===== src/rtl/reg_file_pkg.sv =====
// reg_file_pkg: shared sizing and reset constants for register_file.
package reg_file_pkg;
   localparam int RF_DATA_WIDTH = 16;
   localparam int RF_ADDR_WIDTH = 3;
   localparam int RF_DEPTH = 2 ** RF_ADDR_WIDTH;
   localparam logic [RF_DATA_WIDTH-1:0] RF_RESET_VAL = '0;
endpackage


===== src/rtl/register_file.sv =====
// register_file: single-port register file with registered read data.
// Define REG_FILE_RD_VALID_EN to add the RdData_Valid read strobe output.
module register_file
   import reg_file_pkg::*;
#(
   parameter int DATA_WIDTH = RF_DATA_WIDTH,
   parameter int ADDR_WIDTH = RF_ADDR_WIDTH
) (
   input  logic                  CLK,
   input  logic                  RST,
   input  logic                  WrEn,
   input  logic                  RdEn,
   input  logic [ADDR_WIDTH-1:0] Address,
   input  logic [DATA_WIDTH-1:0] WrData,
`ifdef REG_FILE_RD_VALID_EN
   output logic                  RdData_Valid,
`endif
   output logic [DATA_WIDTH-1:0] RdData
);
   localparam int DEPTH = 2 ** ADDR_WIDTH;
   logic [DATA_WIDTH-1:0] Reg_File [0:DEPTH-1];
   // A simultaneous write wins; the read is dropped and RdData holds.
   always_ff @(posedge CLK) begin
      if (RST) begin
         for (int i = 0; i < DEPTH; i++) Reg_File[i] <= DATA_WIDTH'(RF_RESET_VAL);
         RdData <= DATA_WIDTH'(RF_RESET_VAL);
      end else if (WrEn) Reg_File[Address] <= WrData;
      else if (RdEn) RdData <= Reg_File[Address];
   end
`ifdef REG_FILE_RD_VALID_EN
   always_ff @(posedge CLK) RdData_Valid <= !RST && RdEn && !WrEn;
`endif
endmodule


===== config.mk =====
export PLATFORM = sky130hd
export DESIGN_NAME = register_file
export DESIGN_NICKNAME = d
export VERILOG_FILES = /design/src/rtl/reg_file_pkg.sv /design/src/rtl/register_file.sv
export SDC_FILE = /design/constraint.sdc
export NUM_CORES = 1
export LEC_CHECK = 0
export CAP_MARGIN = 20
export CORE_ASPECT_RATIO = 0.6
export CORE_MARGIN = 2
export CORE_UTILIZATION = 60
export DETAILED_ROUTE_END_ITERATION = 12
export DONT_BUFFER_PORTS = 1
export GPL_TIMING_DRIVEN = 0
export PLACE_DENSITY = 0.76
export REMOVE_ABC_BUFFERS = 1
export SYNTH_ARGS = -nofsm -noshare
export SYNTH_HDL_FRONTEND = slang
export SYNTH_SLANG_ARGS = --single-unit

===== constraint.sdc =====
create_clock -name CLK -period 1.9 [get_ports CLK]
set_input_delay 0.38 -clock CLK [delete_from_list [all_inputs] [get_ports CLK]]
set_output_delay 0.38 -clock CLK [all_outputs]
set_load 0.1 [all_outputs]

==> results.sh, run 1 <==
export IMPL_io_buffer_count=0
export IMPL_async_reset_ff_share_pct=0
export IMPL_worstSetupEndpointType="register"
export IMPL_design_power_total_mw=7.45
export IMPL_placed_area_um2=6550
export IMPL_cts_tree="done"
export IMPL_fin_skew_ns=0.00857
export IMPL_ios=39
export IMPL_clk_latency_ns=0.42
export IMPL_power_frac_comb_pct=5.6
export IMPL_cp_max_fo=26
export IMPL_fin_crit_sh_pct=100
export IMPL_num_vias=3703
export IMPL_antenna_found_initial=0
export IMPL_hold_buffers=0
export IMPL_critPathKind="in -> reg"
export IMPL_syn_area_um2=6410
export IMPL_p_int_mw=5.73
export IMPL_core_um2=10500
export IMPL_fin_ws_ns=-0.00580
export IMPL_initial_core_util_pct=61.1
export IMPL_grt_pass1_wl_um=21000
export IMPL_status="finished with violations"
export IMPL_gp_congestion=0.736
export IMPL_first_pass_iters=5
export IMPL_setup_viol=7
export IMPL_tightest_slew_ns=1.17
export IMPL_cp_start_kind="input pin"
export IMPL_finalCriticalPeriod_ns=1.91
export IMPL_drc_errors=0
export IMPL_htreeDepth=4
export IMPL_final_cells=606
export IMPL_die_w_um=137
export IMPL_crit_chain="nand3b_1 > nor2_1 > or2_2"
export IMPL_swShare_pct=23.0
export IMPL_clockBufferDepth=2
export IMPL_cts_sinks=144
export IMPL_p_switching_mw=1.72
export IMPL_synth_edff_count=128
export IMPL_rsz0062_at_grt="true"
export IMPL_dp_cells=573
export IMPL_die_y_um=84.1
export IMPL_maxCapViolations=0
export IMPL_diodes=0
export IMPL_syn_inst=455
export IMPL_slew_viol_final=0
export IMPL_worstPathRequired_ns=1.95
export IMPL_holdWs_ns=0.0208
export IMPL_syn_avg_cell_area_um2=14.1
export IMPL_path_clk_slew_ns=0.06
export IMPL_clockRootBuffer="clkbuf_16"
export IMPL_rows=29
export IMPL_final_cell_mix="128 x edfxtp_1, 128 x and2_1, 64 x mux2_2, 19 x nor2_1"
export IMPL_grt_pass1_vias=3689
export IMPL_grt_max_degree=70
export IMPL_place_hpwl_um=8040
export IMPL_grt_usage_pct=25.8
export IMPL_ys_ff_latch=144
export IMPL_hold_viol=0
export IMPL_cts_buffers=17
export IMPL_syn_to_final_growth_pct=11.2
export IMPL_peakVddDrop_mv=0.714
export IMPL_ys_seq_area_share_pct=64.9
export IMPL_violations="negative setup slack"
export IMPL_routedWlPerCell_um=23.0
export IMPL_arrival_ns=1.96
export IMPL_design_area_um2=7130
export IMPL_power_density_nw_per_um2=1050
export IMPL_yosysWarnings=0
export IMPL_max_stage_delay_ns=0.69
export IMPL_p_leak_nw=2.47
export IMPL_ant_nets=0
export IMPL_drt_iter0_markers=385
export IMPL_drt_vias_per_instance=6.11
export IMPL_fin_nets=477
export IMPL_dieArea_um2=11600
export IMPL_hold_class="in -> reg"
export IMPL_relSlewSlack_pct=22.0
export IMPL_p_seq_share_pct=51.9
export IMPL_grt_ovfl_total=0
export IMPL_p_clk_share_pct=42.4
export IMPL_crit_slowest_cell="nor2_1"
export IMPL_max_freq_mhz=525
export IMPL_post_route_cells_drive_above_1_share_pct=24.6
export IMPL_synth_flop_cell="edfxtp_1"
export IMPL_synth_cell_type_count=21
export IMPL_totalWireLength_um=13900
## cells in the mapped netlist, types with 2 or more instances
cell | number | area (um^2)
buf_2 | 10 | 50.1
nand2_1 | 17 | 63.8
dfxtp_1 | 16 | 320
and2_1 | 128 | 801
clkbuf_1 | 14 | 52.6
nor2_1 | 21 | 78.8
or2_2 | 8 | 50.1
nor2b_1 | 3 | 18.8
nand2b_1 | 2 | 12.5
a311oi_1 | 16 | 140
nor2_2 | 2 | 12.5
mux2_2 | 64 | 721
buf_4 | 4 | 30.0
edfxtp_1 | 128 | 3840
a222oi_1 | 16 | 160
## power by group through the flow
| stage | logic (mW) | registers, mW | clock network [mW] |
|---|---|---|---|
| after floorplan | 0.298 | 3.91 | 0 |
| after global placement | 0.391 | 3.92 | 0 |
| after detailed placement | 0.410 | 3.94 | 0 |
| after CTS | 0.416 | 3.87 | 3.18 |
| after global routing | 0.449 | 3.89 | 3.30 |
| final | 0.419 | 3.87 | 3.16 |
## state kept, by name (all words and copies together), names as in the netlist
signal and flops:
Reg_File 128, RdData 16
## metrics by stage
stage	setup slack (ns)	util, %	TNS (ns)
after global placement	-0.866	61.5	-98.20
final	-0.00580	68.0	-0.0186
after floorplan	-0.00757	-	-0.121
after global routing	0.00989	68.0	0
after detailed placement	-0.510	62.4	-49.19
after CTS	-0.0236	67.8	-0.671
## timing repair
action / in CTS / in global routing
gates resized for setup: 1 / 4
buffers inserted: 1 / 0
gates cloned: 0 / 0
endpoints found under the setup margin: 57 / 48
## final timing paths
path                                      start             end  slack, ns  depth (start not counted)
worst max-delay path                        RST  Reg_File[5][6]     -0.006                          3
worst min-delay path                        RST       RdData[2]       0.02                          1
worst max register to register        RdData[6]       RdData[6]       0.41                          2
worst min register to register  Reg_File[0][15]      RdData[15]       0.73                          3
## per-layer routing
| layer | up-vias | track usage, % | routed length [um] |
|---|---|---|---|
| met5 | - | 0 | 0 |
| met4 | 0 | 7.78 | 158 |
| met3 | 15 | 6.62 | 886 |
| met2 | 133 | 43.1 | 6970 |
| met1 | 1882 | 33.3 | 5900 |
| li1 | 1673 | - | - |
## critical path, delay by kind of cell
kind,cells,cell delay (ns)
and+or+nand+nor,3,1.56
## cell type report
cell class                 count  area [um^2]
tap                          139          174
clock inverter                14          124
sequential                   144         4160
fill                         752         3360
timing repair buffer           9          101
clock buffer                  18          429
multi-input combinational    282         2140
## kinds of logic (layout without fill, tap and decap cells)
| group | count (synthesis) | after routing | synth area share [%] |
|---|---|---|---|
| and+or+nand+nor | 186 | 186 | 17.0 |
| DFF | 144 | 144 | 64.9 |
| muxes | 64 | 64 | 11.2 |
| AOI/OAI and AO/OA | 32 | 32 | 4.68 |
| buffers and inverters | 29 | 41 | 2.15 |
No activity file was read; power rests on OpenSTA's default activity.
==> inputs of run 2 (changes only) <==
- CORE_UTILIZATION: 60 -> 48
- CTS_BUF_LIST: default -> sky130_fd_sc_hd__clkbuf_8
- PLACE_DENSITY: 0.76 -> default
- SKIP_CTS_REPAIR_TIMING: default -> 1
==> run 2 against run 1 <==
  * The flow still finishes with violations (negative setup slack)
  * Total power decreased by 2.7%
  * Die area increased by 24%
  * Global-route usage decreased by 3.8 points
  * Fmax decreased by 8.0%
  * Sequential power about the same
  * Critical endpoint is now Reg_File[1][3]
  * Sequential cell count unchanged
  * Clock skew increased by 0.0028 ns
==> results.sh, run 2 (same netlist as run 1, synthesis figures left out) <==
export IMPL_status="finished with violations"
export IMPL_violations="negative setup slack"
export IMPL_grt_max_degree=70
export IMPL_dieArea_um2=14300
export IMPL_cts_tree="done"
export IMPL_top_layer="met4"
export IMPL_diodes=0
export IMPL_pre_cts_slack_ns=-0.603
export IMPL_tightest_slew_ns=1.05
export IMPL_core_um2=12900
export IMPL_ios=39
export IMPL_clk_latency_ns=0.44
export IMPL_clockRootBuffer="clkbuf_8"
export IMPL_worstSetupEndpointType="register"
export IMPL_met3_length_um=932
export IMPL_slew_viol_final=0
export IMPL_wl_met1_um=6890
export IMPL_hold_class="in -> reg"
export IMPL_arrival_ns=2.15
export IMPL_p_leak_nw=2.47
export IMPL_antenna_found_initial=0
export IMPL_num_vias=3646
export IMPL_top_regs="Reg_File (128), RdData (16)"
export IMPL_fin_ws_ns=-0.170
export IMPL_cts_sinks=144
export IMPL_htreeDepth=4
export IMPL_first_pass_iters=5
export IMPL_relSlewSlack_pct=30.1
export IMPL_syn_to_final_growth_pct=10.9
export IMPL_rows=32
export IMPL_totalWireLength_um=15100
export IMPL_die_w_um=153
export IMPL_holdWs_ns=0.132
export IMPL_hold_viol=0
export IMPL_fin_skew_ns=0.0114
export IMPL_cts_buffers=17
export IMPL_io_buffer_count=0
export IMPL_maxCapViolations=0
export IMPL_place_hpwl_um=8250
export IMPL_clockBufferDepth=2
export IMPL_largest_reg_flops=128
export IMPL_crit_slowest_cell="nor2_1"
export IMPL_rsz0062_at_grt="true"
export IMPL_peakVddDrop_mv=0.439
export IMPL_final_core_util_pct=55.0
export IMPL_grt_pass1_wl_um=22400
export IMPL_max_freq_mhz=483
export IMPL_cp_max_fo=16
export IMPL_drt_iter0_markers=401
export IMPL_die_y_um=93.5
export IMPL_routedWlPerCell_um=23.6
export IMPL_path_clk_slew_ns=0.09
export IMPL_max_stage_delay_ns=0.61
export IMPL_setup_viol=48
export IMPL_routed_wl_met2_um=7030
export IMPL_grt_ovfl_total=0
export IMPL_worstPathRequired_ns=1.97
export IMPL_design_power_total_mw=7.25
export IMPL_drc_errors=0
export IMPL_critPathKind="in -> reg"
export IMPL_drt_vias_per_instance=5.71
export IMPL_crit_chain="or3b_4 > nor2_1 > buf_6 > or2_2"
export IMPL_final_cell_mix="128 x edfxtp_1, 128 x and2_1, 64 x mux2_2, 20 x clkbuf_8, 18 x nor2_1"
export IMPL_fin_crit_sh_pct=109
export IMPL_fin_nets=478
export IMPL_initial_core_util_pct=49.6
export IMPL_power_density_nw_per_um2=1020
export IMPL_gp_congestion=0.708
export IMPL_grt_pass1_vias=3603
export IMPL_finalCriticalPeriod_ns=2.07
export IMPL_top_register="Reg_File"
export IMPL_cp_start_kind="input pin"
export IMPL_grt_usage_pct=22.0
export IMPL_post_route_cells_drive_above_1_share_pct=26.1
export IMPL_ant_nets=0
==> run 2: area by class of cell <==
class                      instances  area [um^2]
timing repair buffer              10          108
sequential                       144         4160
clock buffer                      20          275
fill                            1049         5820
tap                              170          213
clock inverter                    12          213
multi-input combinational        282         2140
==> run 2: path summary, 6_finish.rpt <==
check	cells past startpoint	end	slack, ns	startpoint
max reg2reg	2	RdData[7]	0.37	RdData[7]
max	4	Reg_File[1][3]	-0.17	Address[2]
min reg2reg	3	RdData[15]	0.76	Reg_File[0][15]
min	1	Reg_File[5][6]	0.13	WrData[6]
==> run 2: critical path: cells and delay by family <==
family / cells / cell delay [ns]
buffers and inverters: 1 / 0.25
AND/OR/NAND/NOR: 3 / 1.51
==> run 2: routing by layer <==
| layer | GRT usage (%) | vias to the layer above |
|---|---|---|
| li1 | - | 1667 |
| met1 | 29.5 | 1859 |
| met2 | 35.1 | 102 |
| met3 | 5.89 | 18 |
| met4 | 7.25 | 0 |
| met5 | 0 | - |
==> run 2: per-stage QoR <==
| stage | cells | TNS, ns | instance area [um^2] |
|---|---|---|---|
| 2_1_floorplan | 426 | -0.121 | 6270 |
| 3_3_place_gp | 596 | -127.62 | 6490 |
| 3_5_place_dp | 601 | -67.49 | 6570 |
| 4_1_cts | 633 | -10.07 | 7060 |
| 5_1_grt | 638 | -8.84 | 7110 |
| 6_report | 638 | -6.85 | 7110 |
==> run 2: report_power, final <==
part | switching (mW) | total (mW) | internal (mW)
Clock | 1.16 | 2.95 | 1.79
Sequential | 0.224 | 3.86 | 3.64
Combinational | 0.242 | 0.436 | 0.193
==> inputs of run 3 (changes only) <==
- MAX_ROUTING_LAYER: default -> met4
==> run 3 against run 2 <==
  * The flow now finishes without violations
  * Global-route usage rose by 0.64 points
  * Routed wire length up 0.25%
  * Final cell count unchanged
  * Worst setup slack better by 0.18 ns
  * Clock skew is 0.0015 ns lower
  * Critical endpoint is now Reg_File[7][15]
  * Highest routed layer unchanged
==> results.sh, run 3 (same netlist as run 1, synthesis figures left out) <==
export IMPL_grtUsageMet1_pct=29.5
export IMPL_htreeDepth=4
export IMPL_peakVddDrop_mv=0.443
export IMPL_die_y_um=93.5
export IMPL_rr_worst_depth=2
export IMPL_grt_max_degree=70
export IMPL_min_from="WrData[6]"
export IMPL_arrival_ns=1.96
export IMPL_drt_vias_per_instance=5.69
export IMPL_n_fill_cell=1046
export IMPL_relSlewSlack_pct=29.9
export IMPL_rows=32
export IMPL_initial_core_util_pct=49.6
export IMPL_clockRootBuffer="clkbuf_8"
export IMPL_register_area_um2=4160
export IMPL_clockBufferDepth=2
export IMPL_design_power_total_mw=7.25
export IMPL_diodes=0
export IMPL_gp_congestion=0.715
export IMPL_io_buffer_count=0
export IMPL_cts_tree="done"
export IMPL_syn_to_final_growth_pct=11.1
export IMPL_num_vias=3633
export IMPL_grtUsageMet2_pct=35.2
export IMPL_worstSetupEndpointType="register"
export IMPL_final_cell_mix="128 x edfxtp_1, 128 x and2_1, 64 x mux2_2, 20 x clkbuf_8"
export IMPL_post_route_cells_drive_above_1_share_pct=26.3
export IMPL_finalCriticalPeriod_ns=1.89
export IMPL_cts_sinks=144
export IMPL_core_um2=12900
export IMPL_hold_class="in -> reg"
export IMPL_crit_chain="nand3b_1 > nor2_1 > buf_6 > or2_2"
export IMPL_ant_nets=0
export IMPL_drt_iter0_markers=384
export IMPL_holdWs_ns=0.132
export IMPL_cp_max_fo=16
export IMPL_crit_slowest_cell="nor2_1"
export IMPL_first_pass_iters=7
export IMPL_p_leak_nw=2.47
export IMPL_place_hpwl_um=8250
export IMPL_maxCapViolations=0
export IMPL_slew_viol_final=0
export IMPL_whs_path_depth=1
export IMPL_max_freq_mhz=528
export IMPL_dieArea_um2=14300
export IMPL_fin_skew_ns=0.00992
export IMPL_critPathKind="in -> reg"
export IMPL_largest_reg_flops=128
export IMPL_grt_pass1_wl_um=22400
export IMPL_totalWireLength_um=15100
export IMPL_worstPathRequired_ns=1.97
export IMPL_r2r_start="RdData[7]"
export IMPL_routedWlPerCell_um=23.7
export IMPL_die_w_um=153
export IMPL_grt_usage_pct=22.6
export IMPL_setup_viol=0
export IMPL_startpoint="RST"
export IMPL_fin_crit_sh_pct=99.6
export IMPL_hold_viol=0
export IMPL_cts_buffers=17
export IMPL_antenna_found_initial=0
export IMPL_power_density_nw_per_um2=1020
export IMPL_use_met3_pct=5.84
export IMPL_path_clk_slew_ns=0.09
export IMPL_rsz0062_at_grt="true"
export IMPL_drc_errors=0
export IMPL_ios=39
export IMPL_fin_nets=478
export IMPL_max_stage_delay_ns=0.57
export IMPL_grt_pass1_vias=3612
export IMPL_cp_start_kind="input pin"
export IMPL_busiest_layer="met2"
export IMPL_grt_ovfl_total=0
export IMPL_tightest_slew_ns=1.05
export IMPL_clk_latency_ns=0.44
export IMPL_dp_cells=601
export IMPL_final_cells=638
export IMPL_top_regs="Reg_File (128), RdData (16)"
export IMPL_top_register="Reg_File"
export IMPL_multiInputGateArea_um2=2150
export IMPL_status="finished clean"
-- run 3: changes by cell type in the layout (fill, tap and decap cells not counted) --
cell	previous run	this run
nor2_4	1	3
nor2_2	4	3
nor2_1	18	17
-- run 3: power by group --
part,leakage (nW),switching [mW],internal (mW),total (mW)
Sequential,1.36,0.224,3.64,3.86
Combinational,0.860,0.244,0.194,0.438
Clock,0.247,1.17,1.79,2.96
-- run 3: final cells by class --
class	instances	area share [%]
clock buffer	20	3.86
clock inverter	12	2.99
multi-input combinational	282	30.2
sequential	144	58.4
tap	170	2.99
timing repair buffer	10	1.51
-- run 3: final timing paths --
| path | endpoint | slack, ns |
|---|---|---|
| hold reg to reg | RdData[15] | 0.76 |
| setup / recovery | Reg_File[7][15] | 0.007 |
| hold / removal | Reg_File[5][6] | 0.13 |
| setup reg to reg | RdData[7] | 0.36 |
-- run 3: worst max-delay path, delay by kind of cell --
family / cells / cell delay (ns)
and+or+nand+nor: 3 / 1.34
buffers and inverters: 1 / 0.24
-- run 3: layer usage --
metal  up-vias  part of all wire [%]
met3        20                   6.1
met5         -                     0
met4         0                   1.3
met2        98                    46
li1       1669                     -
met1      1846                    46
-- run 3: metrics by stage --
stage | util [%] | area, um^2 | setup WS, ns | TNS [ns]
floorplan | - | 6270 | -0.00757 | -0.121
global placement | 50.2 | 6490 | -1.05 | -127.62
detailed placement | 50.8 | 6570 | -0.603 | -67.49
CTS | 54.6 | 7060 | -0.138 | -10.07
global route | 55.1 | 7130 | -0.0281 | -0.329
finish | 55.1 | 7130 | 0.00667 | 0
